### config.mk
export PLATFORM = sky130hd
export DESIGN_NAME = dot_product_engine
export DESIGN_NICKNAME = d
export VERILOG_FILES = /design/src/rtl/dot_product_engine.sv
export SDC_FILE = /design/constraint.sdc
export NUM_CORES = 2
export LEC_CHECK = 0
export ABC_AREA = 1
export BUFFER_PORTS_ARGS = -buffer_cell sky130_fd_sc_hd__clkbuf_2
export CORE_ASPECT_RATIO = 0.5
export CORE_MARGIN = 10
export CORE_UTILIZATION = 55
export CTS_CLUSTER_SIZE = 30
export DETAILED_ROUTE_END_ITERATION = 10
export PLACE_DENSITY = 0.72
export SLEW_MARGIN = 20
export SYNTH_ARGS = -nofsm -noshare
export SYNTH_HDL_FRONTEND = slang
export SYNTH_SLANG_ARGS = --single-unit
export TNS_END_PERCENT = 5
### constraint.sdc
create_clock -name clk -period 16.45 [get_ports clk]
set_clock_uncertainty 0.2 [all_clocks]
set_input_delay 0 -clock clk [delete_from_list [all_inputs] [get_ports clk]]
set_output_delay 0 -clock clk [all_outputs]
set_load 0.01 [all_outputs]
### src/rtl/dot_product_engine.sv
// dot_product_engine: SRAM-backed vector dot product.
// Reads a 4-word descriptor {N, A, B, R} at DESC_BASE, then streams the
// element pairs A[i], B[i] and accumulates their signed products. The scalar
// result is written to R, and done is raised until enable drops.
// Optional build macro KICP_DOT_SATURATE_EN:
//   - products are kept at full 2*TYPE_BW width;
//   - the sum clamps to the signed TYPE_BW range;
//   - a sticky saturation flag is written to R+1.
module dot_product_engine #(
  parameter int                TYPE_BW   = 32,
  parameter int                ADDR_W    = 32,
  parameter logic [ADDR_W-1:0] DESC_BASE = '0,
  parameter int                LEN_W     = 16
) (
  input  logic               clk,
  input  logic               reset_n,
  input  logic               enable,
  output logic               done,
  output logic [1:0]         mem_operation,
  output logic [ADDR_W-1:0]  addr_o,
  output logic [TYPE_BW-1:0] data_o,
  input  logic [TYPE_BW-1:0] data_i,
  input  logic               mem_opdone
);

  typedef enum logic [2:0] {
    S_IDLE, S_DESC, S_RD_A, S_RD_B, S_MAC, S_WR, S_DONE
  } state_t;

  localparam logic [1:0] OP_NONE = 2'b00;
  localparam logic [1:0] OP_RD   = 2'b01;
  localparam logic [1:0] OP_WR   = 2'b11;

  state_t             state;
  // busy: a request is on the bus and its opdone has not arrived yet.
  // A cycle with busy low in an access state is the opdone-clear cycle;
  // the next request is issued on the edge that ends it.
  logic               busy;
  logic [1:0]         dcnt;
  logic [LEN_W-1:0]   n;
  logic [LEN_W-1:0]   idx;
  logic [LEN_W-1:0]   idx_nxt;
  logic [ADDR_W-1:0]  a_base;
  logic [ADDR_W-1:0]  b_base;
  logic [ADDR_W-1:0]  r_addr;
  logic [ADDR_W-1:0]  word_addr;
  logic [TYPE_BW-1:0] opa;
  logic [TYPE_BW-1:0] opb;
  logic [TYPE_BW-1:0] acc;
  logic [TYPE_BW-1:0] acc_nxt;

  assign idx_nxt   = idx + LEN_W'(1);
  assign word_addr = ADDR_W'(data_i);

`ifdef KICP_DOT_SATURATE_EN
  logic                 sat;     // sticky: some MAC of this run clamped
  logic                 wr_sel;  // 0: result word, 1: flag word at R+1
  logic                 ovf;
  logic [2*TYPE_BW-1:0] prod_full;
  logic [2*TYPE_BW:0]   sum_full;

  // Full-width signed MAC with clamp to the signed TYPE_BW range.
  // The operands are sign-extended by hand, so a plain unsigned multiply
  // and add give the exact two's-complement result.
  always_comb begin
    prod_full = {{TYPE_BW{opa[TYPE_BW-1]}}, opa} * {{TYPE_BW{opb[TYPE_BW-1]}}, opb};
    sum_full  = {{(TYPE_BW+1){acc[TYPE_BW-1]}}, acc} + {prod_full[2*TYPE_BW-1], prod_full};
    // The value fits in TYPE_BW only if every bit above the sign bit matches it.
    ovf       = (|sum_full[2*TYPE_BW:TYPE_BW-1]) && !(&sum_full[2*TYPE_BW:TYPE_BW-1]);
    acc_nxt   = sum_full[TYPE_BW-1:0];
    if (ovf)
      acc_nxt = sum_full[2*TYPE_BW] ? {1'b1, {(TYPE_BW-1){1'b0}}}
                                    : {1'b0, {(TYPE_BW-1){1'b1}}};
  end
`else
  // Wrapping MAC. The low TYPE_BW bits of a product are the same for signed
  // and unsigned operands, so a TYPE_BW-wide multiply is enough.
  assign acc_nxt = acc + opa * opb;
`endif

  // Control FSM. All bus outputs and done are registered here.
  always_ff @(posedge clk or negedge reset_n) begin
    if (!reset_n) begin
      state         <= S_IDLE;
      busy          <= 1'b0;
      done          <= 1'b0;
      mem_operation <= OP_NONE;
      addr_o        <= '0;
      data_o        <= '0;
      dcnt          <= '0;
      n             <= '0;
      idx           <= '0;
      a_base        <= '0;
      b_base        <= '0;
      r_addr        <= '0;
      opa           <= '0;
      opb           <= '0;
      acc           <= '0;
`ifdef KICP_DOT_SATURATE_EN
      sat           <= 1'b0;
      wr_sel        <= 1'b0;
`endif
    end else begin
      case (state)
        S_IDLE: begin
          done <= 1'b0;
          if (enable) begin
            // The first descriptor read goes out on this same edge.
            state         <= S_DESC;
            idx           <= '0;
            acc           <= '0;
            dcnt          <= '0;
            mem_operation <= OP_RD;
            addr_o        <= DESC_BASE;
            busy          <= 1'b1;
`ifdef KICP_DOT_SATURATE_EN
            sat           <= 1'b0;
            wr_sel        <= 1'b0;
`endif
          end
        end

        S_DONE: begin
          if (!enable) begin
            state <= S_IDLE;
            done  <= 1'b0;
          end
        end

        default: begin
          if (busy) begin
            // Hold the request until the controller completes it. This holds
            // even after an abort, because the request must still complete.
            if (mem_opdone) begin
              mem_operation <= OP_NONE;
              data_o        <= '0;
              busy          <= 1'b0;
              if (!enable) begin
                state <= S_IDLE;
              end else begin
                case (state)
                  S_DESC: begin
                    dcnt <= dcnt + 2'd1;
                    case (dcnt)
                      2'd0:    n      <= data_i[LEN_W-1:0];
                      2'd1:    a_base <= word_addr;
                      2'd2:    b_base <= word_addr;
                      default: begin
                        r_addr <= word_addr;
                        state  <= (n == '0) ? S_WR : S_RD_A;
                      end
                    endcase
                  end
                  S_RD_A: begin
                    opa   <= data_i;
                    state <= S_RD_B;
                  end
                  S_RD_B: begin
                    opb   <= data_i;
                    state <= S_MAC;
                  end
                  S_WR: begin
`ifdef KICP_DOT_SATURATE_EN
                    if (!wr_sel) begin
                      wr_sel <= 1'b1;
                    end else begin
                      state <= S_DONE;
                      done  <= 1'b1;
                    end
`else
                    state <= S_DONE;
                    done  <= 1'b1;
`endif
                  end
                  default: state <= S_IDLE;
                endcase
              end
            end
          end else if (!enable) begin
            // No request is outstanding, so the abort can take effect at once.
            state <= S_IDLE;
          end else begin
            case (state)
              S_DESC: begin
                mem_operation <= OP_RD;
                addr_o        <= DESC_BASE + ADDR_W'(dcnt);
                busy          <= 1'b1;
              end
              S_RD_A: begin
                mem_operation <= OP_RD;
                addr_o        <= a_base + ADDR_W'(idx);
                busy          <= 1'b1;
              end
              S_RD_B: begin
                mem_operation <= OP_RD;
                addr_o        <= b_base + ADDR_W'(idx);
                busy          <= 1'b1;
              end
              S_MAC: begin
                acc   <= acc_nxt;
                idx   <= idx_nxt;
                state <= (idx_nxt == n) ? S_WR : S_RD_A;
`ifdef KICP_DOT_SATURATE_EN
                if (ovf) sat <= 1'b1;
`endif
              end
              S_WR: begin
                mem_operation <= OP_WR;
                busy          <= 1'b1;
`ifdef KICP_DOT_SATURATE_EN
                addr_o        <= wr_sel ? r_addr + ADDR_W'(1) : r_addr;
                data_o        <= wr_sel ? {{(TYPE_BW-1){1'b0}}, sat} : acc;
`else
                addr_o        <= r_addr;
                data_o        <= acc;
`endif
              end
              default: state <= S_IDLE;
            endcase
          end
        end
      endcase
    end
  end

endmodule

# == After elaboration in Yosys (flattened, before gate mapping) ==
# Index checks and enable logic that the tools add are counted.
# totals
regBits,297
latch_bits,0
mem_bits_ro,0
word_cells,129
n_memories,0
ram_bits,0
# classes
n_div,0
n_shift,0
reduce_logical,33
n_eq_ne,18
n_mul,1
n_mux,54
bitwise_logic,3
addsub,5
order_cmp,0
# ops
cell,n
32-bit two-way mux,10
32-bit one-hot mux with 2 select lines,2
32-bit one-hot mux with 4 select lines,1
32-bit by 16-bit adder with 32-bit output,2
16-bit two-way mux,4
5-bit AND reduction,7
32-bit adder,1
32-bit by 32-bit multiplier with 32-bit output,1
16-bit one-hot mux with 2 select lines,1
6-bit AND reduction,5
3-bit two-way mux,9
2-bit two-way mux,9
16-bit by 1-bit adder with 16-bit output (second input constant),1
16-bit == test,1
16-bit zero test,1
2-bit one-hot mux with 2 select lines,3
3-bit one-hot mux with 2 select lines,2
3-bit one-hot mux with 4 select lines,1
2-bit nonzero test,6
3-bit nonzero test,4
1-bit two-way mux,10
3-bit == test (second input constant),3
4-bit by 2-bit inequality test with 1-bit output (second input constant),2
3-bit by 2-bit == test with 1-bit output (second input constant),2
20 further kinds,26

# == Depth between registers and ports, before layout ==
# logic_depth
depth_word,8
depth_mapped,36

# == Worst setup path before layout ==
# OpenSTA, ideal clock, no wires.
# synth_path
kind,register to register
startpoint,register opb[5]
endpoint,register acc[26]
path_buffers,2
stages_incl_launch_ff,29
period_less_slack_ns,6.881
t_arrival_ns,6.548
setup_ns,0.132
slack_ns,9.569
cell_sequence,dfrtp_1 -> clkbuf_1 -> buf_1 -> nand2_1 -> inv_1 -> fa_1 -> fa_1 -> fa_1 -> inv_1 -> fa_1 -> inv_1 -> fa_1 -> inv_1 -> fa_1 -> inv_1 -> fa_1 -> inv_1 -> fa_1 -> inv_1 -> ha_1 -> nand2_1 -> nor3_1 -> nand4_1 -> nand3_1 -> a21oi_1 -> o21ai_0 -> a21oi_1 -> o21ai_0 -> o21ai_0
# synth_via
elab_chain_cells,6
# synth_lines
element,line,rtl
start: declaration,48,logic [TYPE_BW-1:0] opb;
start signal: assignment,159,opb <= data_i;
32-bit by 32-bit multiplier with 32-bit output,78,assign acc_nxt = acc + opa * opb;
32-bit adder,78,
32-bit two-way mux,183,case (state)
32-bit two-way mux,179,end else if (!enable) begin
32-bit two-way mux,131,if (busy) begin
32-bit one-hot mux with 2 select lines,104,case (state)
end signal: assignment,200,acc <= acc_nxt;
end: declaration,49,logic [TYPE_BW-1:0] acc;
# No other way between the ends. The select of a mux whose other input is x is not followed.
# A chain may end at the register's enable or synchronous reset.

# == Final worst setup path ==
# layout_path
startpoint,register opb[1]
endpoint,register acc[26]
# The elaborated chain is that of the path after synthesis.

==> summary.txt <==
Timing
  – Slew Viols, Final: 0
  – Final Setup Violations: 0
  – Tcrit/Tclk final: 46.87%
  – Worst Tran Pin Value: 1120 ps
  – Max frequency: 0.1297 GHz
  – Final setup TNS: 0 ps
  – Final hold vios: 0
  – Post-route minimum period: 7710 ps
  – RSZ-0062 raised after global routing: no
  – Slew Limit Headroom: 25.34%
  – Hold WS: 7.360 ps

Setup path
  – CP Max Fanout: 20
  – Critical path class: flip-flop to flip-flop
  – CP Data Arrival Time: 7990 ps
  – Worst Path Buf+Inv: 8
  – Crit. End Element: flip-flop
  – Critical Path Max Stage Delay: 710 ps
  – CP Data Required Time: 16730 ps
  – FF-to-FF setup slack: 8740 ps
  – Critical Path Most Common Cell: fa_1
  – Reg2Reg Depth: 27
  – CP Launch Type: flip-flop
  – Slowest CP cell: dfrtp_1
  – Largest delay share family, worst path: adder cells
  – Critical Path Stages: 27

Detailed routing
  – # DRC: 0
  – DR vias/cell: 5.279
  – 1st-iter DRT viols: 2395
  – DR WL/cell: 17.33 um
  – Routed via count: 26060
  – Post-route ant nets: 0
  – Post-Route WL: 85530 um
  – TritonRoute pass-1 iters: 5

Power and ir drop
  – Peak supply drop: 0.1789 mV
  – Power Density: 189.3 nW/um2
  – Leak: 0.02000 uW

Place
  – RD Place Congestion: 0.9814
  – I/O Buffers: 102
  – Placed Instances: 4829
  – Hpwl dp: 65180 um

Clock network
  – Clk sinks: 297
  – TritonCTS Buffers: 29
  – CTS tree: built
  – Clock Path Buffers: 3
  – Worst-path clk slew: 80 ps
  – Root buf cell: clkbuf_16
  – Clk_lat worst skew: 600 ps
  – H-tree depth: 1
  – Post-cts gate resize count: 0

Global route
  – Largest net degree at the start of global routing: 177
  – Top Usage Layer GRT: met2
  – M2 GR Usage: 39.63%
  – All-Layer GR Usage: 25.54%
  – Initial antenna violation count: 3
  – GRT met1 Usage: 36.16%
  – Wire length of the first global-routing pass: 139900 um
  – Grt met3 use: 5.198%
  – Grt ovf: 0
  – Vias in the first global route: 26680

Worst hold path
  – Hold Crit Class: primary input to flip-flop
  – Hold path cells: 4

Synthesis
  – Post-Syn Instances: 4113
  – Flops & latches, synth: 297
  – Synth area leader: fa_1
  – Post-synth EDFFs: 0
  – Synth unique cells: 51
  – Net count after synthesis: 4733
  – Asr flop ratio synth: 100.0%
  – Sequential-to-total area share from yosys stat: 23.59%
  – Main synth FF type: dfrtp_1
  – Yosys warns: 0
  – Synth Area per Inst: 7.661 um2
  – Synth area leaders: fa_1, dfrtp_1, nand2_1, inv_1, ha_1
  – Post-Synthesis Cell Area: 31510 um2
  – Synth top area share: 27.89%

Floorplan
  – Starting Density: 56.17%
  – Die width: 358.5 um
  – DIE AREA: 67850 um2
  – Core Box Area: 56100 um2
  – I/O pins: 103
  – Floorplan row count: 61
  – Die H: 189.3 um

Finish
  – Synthesis-to-finish area growth: 8.191%
  – Fin nets: 4776
  – Cell Count, Final, Fillers Out: 4936
  – Proportion of layout cells with a drive suffix above 1: 5.456%
  – Fill cells: 4977

Run
  – Number of max-cap violations: 0

Outcome
  – Outcome: finished clean
final timing paths:
kind	start	end
max in group asynchronous	reset_n	opa[3]
worst max-delay path	opb[1]	acc[26]
worst min register to register	addr_o[9]	addr_o[9]
min in group asynchronous	reset_n	a_base[0]
worst min-delay path	data_i[20]	r_addr[20]
worst max register to register	opb[1]	acc[26]
where the power goes:
part	switching [uW]	internal (uW)
Combinational	2830	1530
Sequential	370	1030
Clock	326	369
cells by family (layout without fill, tap and decap cells):
family	Yosys count	after routing	synth area share, %
xor gates and xnor gates	38	38	1.100
muxes	1	1	0.03177
and+or+nand+nor	1477	1477	18.63
other	0	1	0
buffers and inverters	1237	1303	14.89
adders and majority gates	584	584	33.65
AOI/OAI and AO/OA	479	479	8.120
DFF	297	297	23.59
timing repair:
item	in CTS	in global routing
hold buffers	52	0
hold endpoints to repair	306	0
buffers inserted	0	0
sequential cells by signal (all words and copies together) (netlist names):
name and count:
a_base 32, acc 32, addr_o 32, b_base 32, busy 1, data_o 32, dcnt 2, done 1
idx 16, mem_operation 2, n 16, opa 32, opb 32, r_addr 32, state 3
synth_stat cells (4+ instances only):
cell type / count
nand2_1: 1184
inv_1: 1047
fa_1: 439
o21ai_0: 307
dfrtp_1: 297
clkbuf_1: 154
ha_1: 145
nand3_1: 123
nor2_1: 110
a21oi_1: 90
o22ai_1: 27
o21ai_1: 19
xor2_1: 19
xnor2_1: 18
nand4_1: 16
buf_1: 13
buf_2: 10
nand3b_1: 10
nor3_1: 9
a21o_1: 8
inv_2: 7
nor2_2: 7
or2_2: 5
a21boi_0: 4
buf_6: 4
nor4_1: 4
o21bai_1: 4
stage by stage:
stage	cell area [um2]	worst slack, ps	utilization [%]	total power, uW
after floorplan	31510	9569	-	4329
after global placement	32580	9022	58.07	5576
after detailed placement	32580	8869	58.07	5710
after CTS	34080	8845	60.75	6431
after global routing	34090	8312	60.77	7102
final	34090	8740	60.77	6452
final cells by class:
cell class	instances	area, um2	area share (%)
Tap cell	756	945.9	2.775
Timing Repair Buffer	194	1371	4.022
Sequential cell	297	7433	21.80
Antenna cell	1	2.502	0.007340
Clock inverter	14	110.1	0.3230
Clock buffer	40	857.1	2.514
Inverter	1055	3961	11.62
Multi-Input combinational cell	2579	19410	56.94
layout by cell type, fill, tap and decap left out, types with 6 or more instances in the layout:
master and n:
dfrtp_1 296, a21o_1 8, nand3b_1 10, o22ai_1 27
nor3_1 9, buf_4 39, fa_1 439, xnor2_1 18
nand3_1 123, clkbuf_16 29, nor2_1 109, dlygate4sd3_1 51
inv_2 7, o21ai_0 307, inv_1 1047, nor2_2 7
o21ai_1 19, clkbuf_2 101, xor2_1 19, nand4_1 16
clkbuf_8 9, clkinv_2 6, nand2_1 1182, a21oi_1 90
ha_1 145
worst reg2reg max path, delay by kind of cell (launching register included):
kind | cells | cell delay (ps)
adders and majority gates | 9 | 4340
and+or+nand+nor | 5 | 980
buffers and inverters | 8 | 780
DFF | 1 | 710
AOI/OAI and AO/OA | 5 | 600
routing by layer:
metal  vias up  routed length, um
li1      12150                  -
met1     12660              36630
met2      1090              38440
met3       156               8187
met4         2               2254
met5         -                 13
No activity file was read; power rests on OpenSTA's default activity.
